`config.mk`:
```
export PLATFORM = sky130hd
export DESIGN_NAME = uart_tx_fifo
export DESIGN_NICKNAME = d
export VERILOG_FILES = /design/src/rtl/uart_tx_fifo.sv
export SDC_FILE = /design/constraint.sdc
export NUM_CORES = 1
export LEC_CHECK = 0
export BUFFER_PORTS_ARGS = -buffer_cell sky130_fd_sc_hd__buf_2
export CAP_MARGIN = 40
export CORE_UTILIZATION = 45
export DETAILED_ROUTE_END_ITERATION = 12
export SYNTH_ARGS = -nofsm -noshare
export SYNTH_HDL_FRONTEND = slang
export SYNTH_SLANG_ARGS = --single-unit
export TNS_END_PERCENT = 10
```
`constraint.sdc`:
```
create_clock -name clk -period 2.8 [get_ports clk]
set_clock_uncertainty 0.15 [all_clocks]
set_input_delay 0.56 -clock clk [delete_from_list [all_inputs] [get_ports clk]]
set_output_delay 0.56 -clock clk [all_outputs]
set_load 0.005 [all_outputs]
```
`src/rtl/uart_tx_fifo.sv`:
```
// UART transmitter fed by a small byte FIFO over a valid/ready write port.
// Frame format (length, parity, stop bits, baud divisor) is captured when a byte is popped.
module uart_tx_fifo #(
  parameter int FIFO_DEPTH = 8,
  parameter int DIV_WIDTH  = 16,
  parameter int CNT_WIDTH  = $clog2(FIFO_DEPTH) + 1
) (
  input  logic                 clk,
  input  logic                 reset,
  // Write port: a byte transfers on a rising edge where s_valid && s_ready.
  // s_ready depends only on the FIFO count and reset, never on s_valid.
  input  logic                 s_valid,
  output logic                 s_ready,
  input  logic [7:0]           s_data,
  input  logic [3:0]           data_length,
  input  logic [1:0]           parity_type,
  input  logic                 stop_bits,
  input  logic [DIV_WIDTH-1:0] baud_div,
  output logic                 serial_data_out,
  output logic                 busy,
  output logic                 frame_done,
  output logic [CNT_WIDTH-1:0] fifo_count,
  output logic [2:0]           dbg_state
);

  localparam int PTR_W = $clog2(FIFO_DEPTH);

  typedef enum logic [2:0] {
    S_IDLE   = 3'd0,
    S_START  = 3'd1,
    S_DATA   = 3'd2,
    S_PARITY = 3'd3,
    S_STOP   = 3'd4
  } state_t;

  state_t               r_state;
  logic [7:0]           r_mem [FIFO_DEPTH];
  logic [PTR_W-1:0]     r_wr_ptr;
  logic [PTR_W-1:0]     r_rd_ptr;
  logic [CNT_WIDTH-1:0] r_count;
  logic [7:0]           r_shift;
  logic [DIV_WIDTH-1:0] r_baud_cnt;
  logic [2:0]           r_bit_cnt;
  logic                 r_stop_cnt;
  logic [2:0]           r_len_m1;
  logic                 r_par_en;
  logic                 r_par_bit;
  logic                 r_two_stop;
  logic [DIV_WIDTH-1:0] r_div;
  logic                 r_line;

  state_t               w_state_nxt;
  logic [7:0]           w_shift_nxt;
  logic [DIV_WIDTH-1:0] w_baud_nxt;
  logic [2:0]           w_bit_nxt;
  logic                 w_stop_nxt;
  logic                 w_line_nxt;
  logic                 w_pop;
  logic                 w_push;
  logic                 w_done;
  logic                 w_tick;
  logic                 w_empty;
  logic [7:0]           w_head;
  logic [2:0]           w_len_m1;
  logic [7:0]           w_mask;

  assign w_empty  = (r_count == '0);
  assign s_ready  = (r_count < CNT_WIDTH'(FIFO_DEPTH)) && !reset;
  assign w_push   = s_valid && s_ready;
  assign w_head   = r_mem[r_rd_ptr];
  assign w_tick   = (r_baud_cnt == r_div);

  // Out-of-range lengths are clamped into 5..8 before being stored as length-1.
  assign w_len_m1 = (data_length < 4'd5) ? 3'd4 :
                    (data_length > 4'd8) ? 3'd7 : 3'(data_length - 4'd1);
  assign w_mask   = 8'hFF >> (3'd7 - w_len_m1);

  always_ff @(posedge clk) begin
    if (w_push) r_mem[r_wr_ptr] <= s_data;
  end

  always_ff @(posedge clk) begin
    if (reset) begin
      r_wr_ptr <= '0;
      r_rd_ptr <= '0;
      r_count  <= '0;
    end else begin
      if (w_push) r_wr_ptr <= r_wr_ptr + PTR_W'(1);
      if (w_pop)  r_rd_ptr <= r_rd_ptr + PTR_W'(1);
      r_count <= r_count + CNT_WIDTH'(w_push) - CNT_WIDTH'(w_pop);
    end
  end

  always_comb begin
    w_state_nxt = r_state;
    w_shift_nxt = r_shift;
    w_baud_nxt  = r_baud_cnt;
    w_bit_nxt   = r_bit_cnt;
    w_stop_nxt  = r_stop_cnt;
    w_line_nxt  = r_line;
    w_pop       = 1'b0;
    w_done      = 1'b0;
    case (r_state)
      S_IDLE: begin
        w_line_nxt = 1'b1;
        if (!w_empty) w_pop = 1'b1;
      end
      S_START: begin
        if (w_tick) begin
          w_baud_nxt  = '0;
          w_bit_nxt   = '0;
          w_line_nxt  = r_shift[0];
          w_state_nxt = S_DATA;
        end else begin
          w_baud_nxt = r_baud_cnt + DIV_WIDTH'(1);
        end
      end
      S_DATA: begin
        if (w_tick) begin
          w_baud_nxt = '0;
          if (r_bit_cnt == r_len_m1) begin
            w_stop_nxt = 1'b0;
            if (r_par_en) begin
              w_line_nxt  = r_par_bit;
              w_state_nxt = S_PARITY;
            end else begin
              w_line_nxt  = 1'b1;
              w_state_nxt = S_STOP;
            end
          end else begin
            w_shift_nxt = r_shift >> 1;
            w_line_nxt  = r_shift[1];
            w_bit_nxt   = r_bit_cnt + 3'd1;
          end
        end else begin
          w_baud_nxt = r_baud_cnt + DIV_WIDTH'(1);
        end
      end
      S_PARITY: begin
        if (w_tick) begin
          w_baud_nxt  = '0;
          w_stop_nxt  = 1'b0;
          w_line_nxt  = 1'b1;
          w_state_nxt = S_STOP;
        end else begin
          w_baud_nxt = r_baud_cnt + DIV_WIDTH'(1);
        end
      end
      S_STOP: begin
        if (w_tick) begin
          w_baud_nxt = '0;
          if (r_stop_cnt == r_two_stop) begin
            w_done = 1'b1;
            // A queued byte starts its frame on the very next bit boundary.
            if (!w_empty) begin
              w_pop = 1'b1;
            end else begin
              w_line_nxt  = 1'b1;
              w_state_nxt = S_IDLE;
            end
          end else begin
            w_stop_nxt = 1'b1;
          end
        end else begin
          w_baud_nxt = r_baud_cnt + DIV_WIDTH'(1);
        end
      end
      default: begin
        w_line_nxt  = 1'b1;
        w_state_nxt = S_IDLE;
      end
    endcase
    if (w_pop) begin
      w_shift_nxt = w_head;
      w_baud_nxt  = '0;
      w_bit_nxt   = '0;
      w_stop_nxt  = 1'b0;
      w_line_nxt  = 1'b0;
      w_state_nxt = S_START;
    end
  end

  always_ff @(posedge clk) begin
    if (reset) begin
      r_state    <= S_IDLE;
      r_shift    <= '0;
      r_baud_cnt <= '0;
      r_bit_cnt  <= '0;
      r_stop_cnt <= 1'b0;
      r_line     <= 1'b1;
      r_len_m1   <= 3'd7;
      r_par_en   <= 1'b0;
      r_par_bit  <= 1'b0;
      r_two_stop <= 1'b0;
      r_div      <= '0;
    end else begin
      r_state    <= w_state_nxt;
      r_shift    <= w_shift_nxt;
      r_baud_cnt <= w_baud_nxt;
      r_bit_cnt  <= w_bit_nxt;
      r_stop_cnt <= w_stop_nxt;
      r_line     <= w_line_nxt;
      if (w_pop) begin
        r_len_m1   <= w_len_m1;
        r_par_en   <= !parity_type[1];
        r_par_bit  <= (^(w_head & w_mask)) ^ (parity_type == 2'd1);
        r_two_stop <= stop_bits;
        r_div      <= baud_div;
      end
    end
  end

  assign serial_data_out = r_line;
  assign busy            = (r_state != S_IDLE);
  assign frame_done      = w_done;
  assign fifo_count      = r_count;
  assign dbg_state       = r_state;

endmodule

```
After elaboration in Yosys (flattened, before gate mapping) --
Memories as Yosys holds them, arrays and structs flattened. A register that Yosys moved wholly into a read port is not among the register bits. Cells that the tools add are included.
Word-level totals: register bits after elaboration 64, memory bits (writable) 64, output and inout bits 11, word-level logic and storage cells 125, memories kept 1
Operators by class: $add $sub $neg 8, order comparisons 3, eq/ne operators 26, shifts and indexed selects 1, muxes and demuxes 48, bitwise operators 3, reductions and logical operators 20
Memories:
- r_mem | words 8, width 8, read ports 1, clocked after memory_dff 1, write ports 1, line 37 | logic [7:0] r_mem [FIFO_DEPTH];
Operator list (count):
- 2-to-1 mux 3 bit | 15
- 2-to-1 mux 8 bit | 4
- 2-to-1 mux 1 bit | 23
- != test 2 bit (second input constant) | 11
- != test 3 bit (second input constant) | 7
- adder 16 x 1 -> 16 bit (second input constant) | 1
- == test 16 bit | 1
- 2-to-1 mux 16 bit | 1
- AND reduction 8 bit | 2
- case mux 3 bit (5 select lines) | 1
- AND reduction 6 bit | 2
- adder 3 x 1 -> 3 bit (second input constant) | 3
- bitwise AND 8 bit | 1
- XOR reduction 8 bit | 1
- right shift 8 x 3 -> 8 bit (first input constant) | 1
- == test 3 x 2 -> 1 bit (second input constant) | 2
- case mux 3 bit (2 select lines) | 1
- nonzero test 2 bit | 3
- nonzero test 3 bit | 2
- adder 4 x 1 -> 4 bit | 1
- greater-than comparator 4 bit (second input constant) | 1
- logical NOT 4 bit | 1
- less-than comparator 4 x 3 -> 1 bit (second input constant) | 1
- less-than comparator 4 bit (second input constant) | 1
- other kinds (20) | 22

Depth between registers and ports, before layout --
Gate-level depths: netlist of run 1.
depth in word-level cells 8, depth in mapped cells 15, gate-level depth less buffers 12

Worst setup path before layout of run 1 --
Ideal clock, no wire load.
path kind flip-flop to flip-flop, start reg r_baud_cnt[9], end reg r_count[1] (netlist: fifo_count[1]), setup time 0.067 ns, arrival time 2.847 ns, setup slack -0.263 ns, stages on the path, launching flop included 15, path buffers 3, clock period less this slack 3.063 ns, path through dfxtp_1 > clkbuf_1 > xnor2_1 > nand4_1 > nor4_2 > nor2b_1 > o21ai_0 > clkbuf_1 > clkbuf_1 > nand2_1 > nand2_1 > ha_1 > inv_1 > fa_1 > nor2_1
Between the ends: cells in the longest elaborated chain, start to end 4
Ends and longest elaborated chain:
- from (decl) | line 42 | logic [DIV_WIDTH-1:0] r_baud_cnt;
- from (signal assigned) | line 199 | r_baud_cnt <= w_baud_nxt;
- == test 16 bit | line 71 | assign w_tick = (r_baud_cnt == r_div);
- 2-to-1 mux 1 bit | line 150 | if (w_tick) begin
- case mux 1 bit (2 select lines) | line 103 | case (r_state)
- subtractor 4 x 1 -> 4 bit | line 90 | r_count <= r_count + CNT_WIDTH'(w_push) - CNT_WIDTH'(w_pop);
- to (signal assigned) | line 90
- to (decl) | line 40 | logic [CNT_WIDTH-1:0] r_count;
No other way between the ends. A chain may end at the register's enable or synchronous reset.

==> flow_summary.ini, run 1 <==
[final_layout]
instances_no_fill = 803
multi_input_area_sq_mm = 0.00259
nets = 665
drive_gt1_frac = 0.268
nFillCells = 1070
area_growth_pct = 22.9
seq_area_sq_mm = 0.00329
finish.utilization = 0.574
antenna_cells_inserted = 0

[floorplan]
rows = 41
start_util = 0.467
core_area_sq_mm = 0.0128
dieArea_sq_mm = 0.0137
die_y_microns = 117
dieWidth_microns = 117
pin_count = 45

[run]
maxCapViolations = 0

[route]
first_iter_violations = 250
wl_microns = 13400
wl_per_cell_microns = 16.7
antenna_left = 0
num_vias = 4321
drt-vias-per-instance = 5.38
first_pass_iters = 4
drc = 0

[placed_design]
dpl_worst_slack_ns = -0.131
gp_congestion = 0.831
io_buffers = 44
hpwlAfterDp_microns = 9220
dp_cells = 766

[power_and_ir_drop]
p_per_area_mw_per_mm2 = 991
p_leak_nw = 2.66
ir_worst_vdd_uv = 623
power_mw = 7.27

[clock_network]
root_buffer = clkbuf_16
cts_buffers = 17
ctsHoldBuffers = 0
clk_latency_ns = 0.42
cts_max_level = 4
cts_tree = done
cts.sinks = 131
cts.path.max_buffers = 2
clk_pin_slew_worst_paths_ns = 0.06

[yosys]
ys_types = 57
synthTopCellsByArea = edfxtp_1 (32%), dfxtp_1 (22%), mux4_1 (5.3%)
yosysWarnings = 0
seq_area_frac_synth = 0.547
synth.avg_cell_area_sq_um = 11.1
netlist_instances = 537
synthArstFlopShare = 0
synth_seq_cells = 131
synth.largest_area_cell = edfxtp_1
syn-cell-area_sq_mm = 0.00597
yosysTopAreaCellShare = 0.322
synth-edff-count = 64
synth_ff_type = dfxtp_1
synth_fp_nets = 582

[setup_path]
cp.arrival_ns = 2.90
crit_buf_inv = 1
cp.required_ns = 2.98
crit_chain = buf_12, mux4_1, mux2_4, nand2_2, xnor2_1, xor2_1, or4_1, a311oi_1
cp_slowest_cell = mux4_1
start_kind = register
crit_family = multiplexers
criticalPathCategory = reg2reg
slowest_delay_ns = 0.57
cp_max_fo = 7
end_kind = register

[sta]
slew_violations = 0
period_needed_ns = 2.72
slew_headroom = 0.523
worst_slack_ns = 0.0807
hold_violations = 0
rsz0062_at_grt = true
fmax_ghz = 0.368
final-setup-viol-count = 0
worst_pin_slew_ns = 0.710
fin_setup_tns_ns = 0
period_share = 0.971

[grt]
met1_usage = 0.245
antenna_found_initial = 0
grt_pass1_vias = 4095
use_met2 = 0.355
grt_max_degree = 47
grtUsageTotal = 0.205
busiest_layer = met2
grt_pass1_wl_microns = 20400
grt_use_met3 = 0.0541
globalRouteOverflowTotal = 0

[hold_path]
hold_path.startpoint = parity_type[1]
hold_class = in2reg

[outcome]
status = completed
power breakdown:
group	internal, mW	switching [mW]	leakage (nW)	total, mW
clock network	1.39	0.836	0.280	2.23
logic	1.15	1.36	1.24	2.51
registers	2.30	0.234	1.13	2.53
total	4.84	2.43	2.66	7.27
routing by layer:
metal / up-vias / share of wire
met5: - / 0
met4: 0 / 0.0084
met3: 11 / 0.029
met2: 76 / 0.51
met1: 2099 / 0.45
li1: 2135 / -
synth_stat cells (all sizes together) (2+ instances only):
master   number
nand2b       10
nand3b        5
o21ai        24
mux4         16
edfxtp       64
nand3        13
or3           6
o2111ai       2
xnor2        22
a211o         3
nand2        80
xor2          9
inv          10
mux2          6
o21a          2
a22oi         8
o21bai        2
nor2         39
clkbuf       15
a211oi        4
nor3          7
o31a          2
or2           3
and3          3
ha           10
a21oi        46
a31oi         8
dfxtp        67
buf          10
mux2i         3
nor2b         6
nand4b        2
and2          5
o31ai         2
nand4         6
final cells by class:
class / instances / share of cell area
Clock buffer: 18 / 0.0585
Clock inverter: 12 / 0.0215
Inverter: 10 / 0.00512
Multi-Input combinational cell: 370 / 0.353
Sequential cell: 131 / 0.449
Tap cell: 172 / 0.0293
Timing Repair Buffer: 90 / 0.0834
metrics by stage:
step	hold WS (ns)	area, sq um
3_3_place_gp	0.299	6570
3_5_place_dp	0.306	6570
5_1_grt	0.194	7340
6_report	0.184	7340
4_1_cts	0.171	7170
2_1_floorplan	0.294	5980
cell usage in the layout, fill, tap and decap left out, drive strengths merged, types with 4 or more instances in the layout:
master  netlist  layout
nand3        13      13
a21oi        46      46
ha           10      10
nor2         39      39
buf          10      89
edfxtp       64      64
and2          5       5
nand2b       10      10
nand2        80      80
nor3          7       7
nor2b         6       6
a211oi        4       4
clkbuf       15      19
nand4         6       6
mux4         16      16
dfxtp        67      67
inv          10      12
o21ai        24      24
mux2          6       6
xnor2        22      22
xor2          9       9
nand3b        5       5
clkinv        0       5
or3           6       6
a31oi         8       8
a22oi         8       8
worst paths after layout:
| check | to | slack (ns) | cells after the start |
|---|---|---|---|
| worst max-delay path | r_par_bit | 0.08 | 8 |
| worst min-delay path | r_par_en | 0.18 | 2 |
| worst min register to register | r_div[1] | 0.33 | 2 |
| worst max register to register | r_par_bit | 0.08 | 8 |
flip-flops by register name, summed over array words and instances, names as in the netlist, named ones only:
signal	cells
r_div	16
r_stop_cnt	1
r_bit_cnt	3
dbg_state	3
r_par_en	1
r_wr_ptr	3
r_len_m1	3
r_two_stop	1
serial_data_out	1
r_par_bit	1
r_shift	8
r_rd_ptr	3
r_mem	64
fifo_count	4
r_baud_cnt	16
cells by family after synthesis:
family / count (synthesis) / share of synthesized area
mux: 25 / 0.0843
buf+inv: 36 / 0.0340
fa+ha+maj: 11 / 0.0243
flops: 131 / 0.547
compound gates: 111 / 0.112
simple gates: 192 / 0.153
xor+xnor: 31 / 0.0455
worst reg2reg max path, stage by stage (launching register included):
cell and delay, ns:
dfxtp_4 0.37, buf_12 0.13, mux4_1 0.57, mux2_4 0.32, nand2_2 0.07, xnor2_1 0.08
xor2_1 0.17, or4_1 0.52, a311oi_1 0.25
timing repair:
action,in CTS,in global routing
gates resized for setup,3,37
setup buffers,0,6
endpoints found under the setup margin,2,5
cloned,0,1
endpoints found under the hold margin,0,0
pin swaps,0,16
(Power assumes the default switching activity.)
==> run 2: changes to the inputs <==
--- a/config.mk
+++ b/config.mk
@@ -9,6 +9,7 @@
 export CAP_MARGIN = 40
 export CORE_UTILIZATION = 45
 export DETAILED_ROUTE_END_ITERATION = 12
+export MAX_ROUTING_LAYER = met4
 export SYNTH_ARGS = -nofsm -noshare
 export SYNTH_HDL_FRONTEND = slang
 export SYNTH_SLANG_ARGS = --single-unit
==> run 2 against run 1 <==
Effect of this change:
- core utilization unchanged
- die area unchanged
- worst hold slack worse by 0.0020 ns
- highest routed layer unchanged
- global-route usage up 0.65 points
- flip-flop and latch count unchanged
- register-to-register slack about the same
- first-iteration DRC count down 4.8%
- critical path type unchanged
- routed wire length down 0.32%
- cell count unchanged
- power about the same
- combinational power about the same
- clock-buffer cell count unchanged
==> flow_summary.ini, run 2 (synthesis gave the netlist of run 1 again) <==
[outcome]
status = completed

[run]
maxCapViolations = 0

[sta]
final-setup-viol-count = 0
slew_headroom = 0.527
fin_setup_tns_ns = 0
worst_pin_slew_ns = 0.704
rsz0062_at_grt = true
slew_violations = 0
period_needed_ns = 2.73
fmax_ghz = 0.367
period_share = 0.973
hold_violations = 0

[final_layout]
area_growth_pct = 22.9
final_cell_mix = nand2_1 (79), edfxtp_1 (64), dfxtp_1 (52)
reg.largest.list = r_mem: 64 flops, r_baud_cnt: 16 flops, r_div: 16 flops
postLayoutCellArea_sq_mm = 0.00734
antenna_cells_inserted = 0
finish.utilization = 0.574
final_common_cell = nand2_1
largest_reg_flops = 64
nets = 665
top_register = r_mem
drive_gt1_frac = 0.268
instances_no_fill = 803
nFillCells = 1070

[grt]
grt_pass1_vias = 4083
grt_max_degree = 47
grt_pass1_wl_microns = 20400
globalRouteOverflowTotal = 0
grtUsageTotal = 0.212
antenna_found_initial = 0

[hold_path]
hold_end = r_par_en
hold_path.startpoint = parity_type[1]
hold_class = in2reg
min_path_cells = 2

[floorplan]
core_area_sq_mm = 0.0128
dieWidth_microns = 117
die_y_microns = 117
pin_count = 45
rows = 41
start_util = 0.467
dieArea_sq_mm = 0.0137

[clock_network]
ctsHoldBuffers = 0
cts_buffers = 17
cts.sinks = 131
root_buffer = clkbuf_16
clk_latency_ns = 0.42
cts_max_level = 4
clk_pin_slew_worst_paths_ns = 0.06
cts_tree = done
cts.path.max_buffers = 2

[setup_path]
reg2reg_depth = 8
start_kind = register
cp.arrival_ns = 2.90
cp.required_ns = 2.98
criticalPathCategory = reg2reg
end_kind = register
r2r_end = r_par_bit
rrSetupSlack_ns = 0.07
cp_max_fo = 7

[route]
wl_per_cell_microns = 16.6
drt-vias-per-instance = 5.40
num_vias = 4334
drc = 0
first_pass_iters = 4
first_iter_violations = 238
wl_microns = 13300
antenna_left = 0

[power_and_ir_drop]
p_leak_nw = 2.66
ir_worst_vdd_uv = 620
p_per_area_mw_per_mm2 = 990

[placed_design]
placed_area_sq_mm = 0.00657
hpwlAfterDp_microns = 9220
gp_congestion = 0.843
io_buffers = 44
dp_cells = 766
-- run 2: cell counts in the layout (fill, tap and decap cells not counted) --
No cell type changed its count.
-- run 2: cell type report --
type | count | area (sq um) | share of cell area
clock inverters | 12 | 158 | 0.0215
multi-input cells | 370 | 2590 | 0.353
inverters | 10 | 37.5 | 0.00512
clock buffers | 18 | 429 | 0.0585
repair buffers | 90 | 612 | 0.0834
flip-flops and latches | 131 | 3290 | 0.449
well taps | 172 | 215 | 0.0293
-- run 2: per-stage QoR --
stage | setup WS (ns) | power [mW] | hold slack, ns
final | 0.0746 | 7.26 | 0.182
after global routing | -0.0475 | 7.68 | 0.192
after CTS | -0.00545 | 7.14 | 0.171
after detailed placement | -0.131 | 4.89 | 0.306
after global placement | -0.0559 | 4.81 | 0.299
after floorplan | -0.0112 | 4.20 | 0.294
-- run 2: timing repair --
| item | CTS | global route |
|---|---|---|
| endpoints found under the setup margin | 2 | 5 |
| buffers inserted | 0 | 6 |
| pin swaps | 0 | 16 |
| resized for setup | 3 | 37 |
| gates cloned | 0 | 1 |
-- run 2: report_power, final --
part	switching, mW	leakage (nW)	internal [mW]	total (mW)
clock network	0.835	0.280	1.39	2.23
registers	0.233	1.13	2.30	2.53
logic	1.36	1.24	1.15	2.51
-- run 2: critical path: stages (launching register included) --
cell and delay [ns]:
dfxtp_4 0.37, buf_12 0.13, mux4_1 0.57, mux2_4 0.32, nand2_2 0.07, xnor2_1 0.08, xor2_1 0.17, or4_1 0.52
a311oi_1 0.25
-- run 2: worst max-delay path by stage --
stage / end / slack [ns] / cells after the start
6_report: r_par_bit / 0.07 / 8
5_1_grt: fifo_count[2] / -0.05 / 12
4_1_cts: r_par_bit / -0.005 / 8
3_5_place_dp: r_par_bit / -0.13 / 10
3_3_place_gp: r_par_bit / -0.06 / 10
2_1_floorplan: fifo_count[1] / -0.01 / 13
-- run 2: per-layer routing --
layer / vias to the layer above / wire [microns] / global-route usage
li1: 2139 / - / -
met1: 2105 / 5960 / 0.246
met2: 74 / 6760 / 0.355
met3: 16 / 447 / 0.0602
met4: 0 / 167 / 0.0641
met5: - / 0 / -
==> run 3: changes to the inputs <==
--- a/config.mk
+++ b/config.mk
@@ -7,6 +7,7 @@
 export LEC_CHECK = 0
 export BUFFER_PORTS_ARGS = -buffer_cell sky130_fd_sc_hd__buf_2
 export CAP_MARGIN = 40
+export CORE_ASPECT_RATIO = 1.25
 export CORE_UTILIZATION = 45
 export DETAILED_ROUTE_END_ITERATION = 12
 export MAX_ROUTING_LAYER = met4
==> run 3 against run 2 <==
Effect of this change:
- via count is 1.2% lower
- register-to-register slack worse by 0.04 ns
- critical path type unchanged
- non-clock buffer count is 1 lower
- first-iteration DRC count is 5.5% lower
- critical endpoint unchanged
==> flow_summary.ini, run 3 (synthesis gave the netlist of run 1 again) <==
[grt]
globalRouteOverflowTotal = 0
grt_pass1_wl_microns = 20600
grt_max_degree = 47
grtUsageTotal = 0.207
antenna_found_initial = 0
grt_pass1_vias = 4155

[setup_path]
reg2reg_depth = 8
cp.arrival_ns = 2.94
cp_max_fo = 7
crit_chain = buf_12, mux4_1, mux2_4, mux2i_1, a22oi_2, xor2_1, or4_1, a311oi_2
slowest_delay_ns = 0.54
cp.required_ns = 2.98
end_kind = register
cp_num_cells = 8
crit_family = multiplexers
cp_slowest_cell = mux4_1
criticalPathCategory = reg2reg
crit_buf_inv = 1
start_kind = register

[power_and_ir_drop]
ir_worst_vdd_uv = 608
p_leak_nw = 2.65
p_per_area_mw_per_mm2 = 984

[sta]
fmax_ghz = 0.362
fin_setup_tns_ns = 0
period_needed_ns = 2.76
rsz0062_at_grt = true
hold_violations = 0
worst_pin_slew_ns = 0.603
slew_headroom = 0.595
slew_violations = 0
holdWs_ns = 0.181
final-setup-viol-count = 0
period_share = 0.987

[final_layout]
final_common_cell = nand2_1
drive_gt1_frac = 0.263
multi_input_area_sq_mm = 0.00261
area_growth_pct = 23.1
final_cell_mix = nand2_1 (79), edfxtp_1 (64), dfxtp_1 (56)
largest_reg_flops = 64
nets = 664
seq_area_sq_mm = 0.00329
antenna_cells_inserted = 0
reg.largest.list = r_mem: 64 flops, r_baud_cnt: 16 flops, r_div: 16 flops
finish.utilization = 0.572
nFillCells = 1074
top_register = r_mem

[floorplan]
dieArea_sq_mm = 0.0137
dieWidth_microns = 105
die_y_microns = 131
core_area_sq_mm = 0.0128
start_util = 0.465
pin_count = 45
rows = 46

[placed_design]
hpwlAfterDp_microns = 8480
gp_congestion = 0.848
io_buffers = 44

[hold_path]
min_path_cells = 2
hold_class = in2reg

[clock_network]
root_buffer = clkbuf_16
cts_max_level = 4
clk_latency_ns = 0.42
cts.sinks = 131
cts_buffers = 17
ctsHoldBuffers = 0
cts.path.max_buffers = 2
cts_tree = done
clk_pin_slew_worst_paths_ns = 0.06

[route]
num_vias = 4282
antenna_left = 0
wl_microns = 12900
routed-wl-met3_microns = 355
highest_layer = met4
drc = 0
met1Wirelength_microns = 5470
wl_met2_microns = 6650
drt-vias-per-instance = 5.35
wl_per_cell_microns = 16.1
first_pass_iters = 4
first_iter_violations = 225

[run]
maxCapViolations = 0

[outcome]
status = completed
## run 3: power by group
part           internal [mW]  leakage, nW  switching [mW]
combinational           1.14         1.24            1.36
sequential              2.30         1.13           0.216
clock                   1.40        0.277           0.820
## run 3: worst reg2reg max path, delay by kind of cell, from the launching register on
family | cells | cell delay [ns]
xor gates and xnor gates | 1 | 0.18
and+or+nand+nor | 1 | 0.53
muxes | 3 | 1.00
AOI/OAI and AO/OA | 2 | 0.31
buffers and inverters | 1 | 0.13
DFF | 1 | 0.38
## run 3: timing repair
action	CTS	global route
pin swaps	0	12
gates cloned	0	1
setup endpoints to repair	2	5
setup buffers	0	7
resized for setup	2	34
## run 3: metal layers
metal | GRT usage | up-vias
met3 | 0.0422 | 27
met1 | 0.228 | 2061
li1 | - | 2121
met4 | 0.126 | 0
met2 | 0.351 | 73
met5 | - | -
## run 3: worst paths after layout
check | start | end | slack (ns)
worst min register to register | r_shift[5] | r_shift[5] | 0.32
worst max register to register | register | r_par_bit | 0.04
worst min-delay path | parity_type[1] | r_par_en | 0.18
worst max-delay path | register | r_par_bit | 0.04
## run 3: metrics by stage
stage | setup WS (ns) | instances | power [mW] | instance area [sq um]
after CTS | -0.0261 | 792 | 7.09 | 7150
after detailed placement | -0.118 | 760 | 4.85 | 6550
final | 0.0364 | 800 | 7.23 | 7350
after global placement | -0.0750 | 760 | 4.78 | 6550
after floorplan | -0.0112 | 537 | 4.20 | 5980
after global routing | -0.0745 | 800 | 7.64 | 7350
## run 3: area by class of cell
| type | count | area share |
|---|---|---|
| clock inverter | 13 | 0.0218 |
| multi-input combinational | 370 | 0.356 |
| clock buffer | 19 | 0.0589 |
| timing repair buffer | 89 | 0.0823 |
| inverter | 10 | 0.00511 |
| tap | 168 | 0.0286 |
| sequential | 131 | 0.447 |
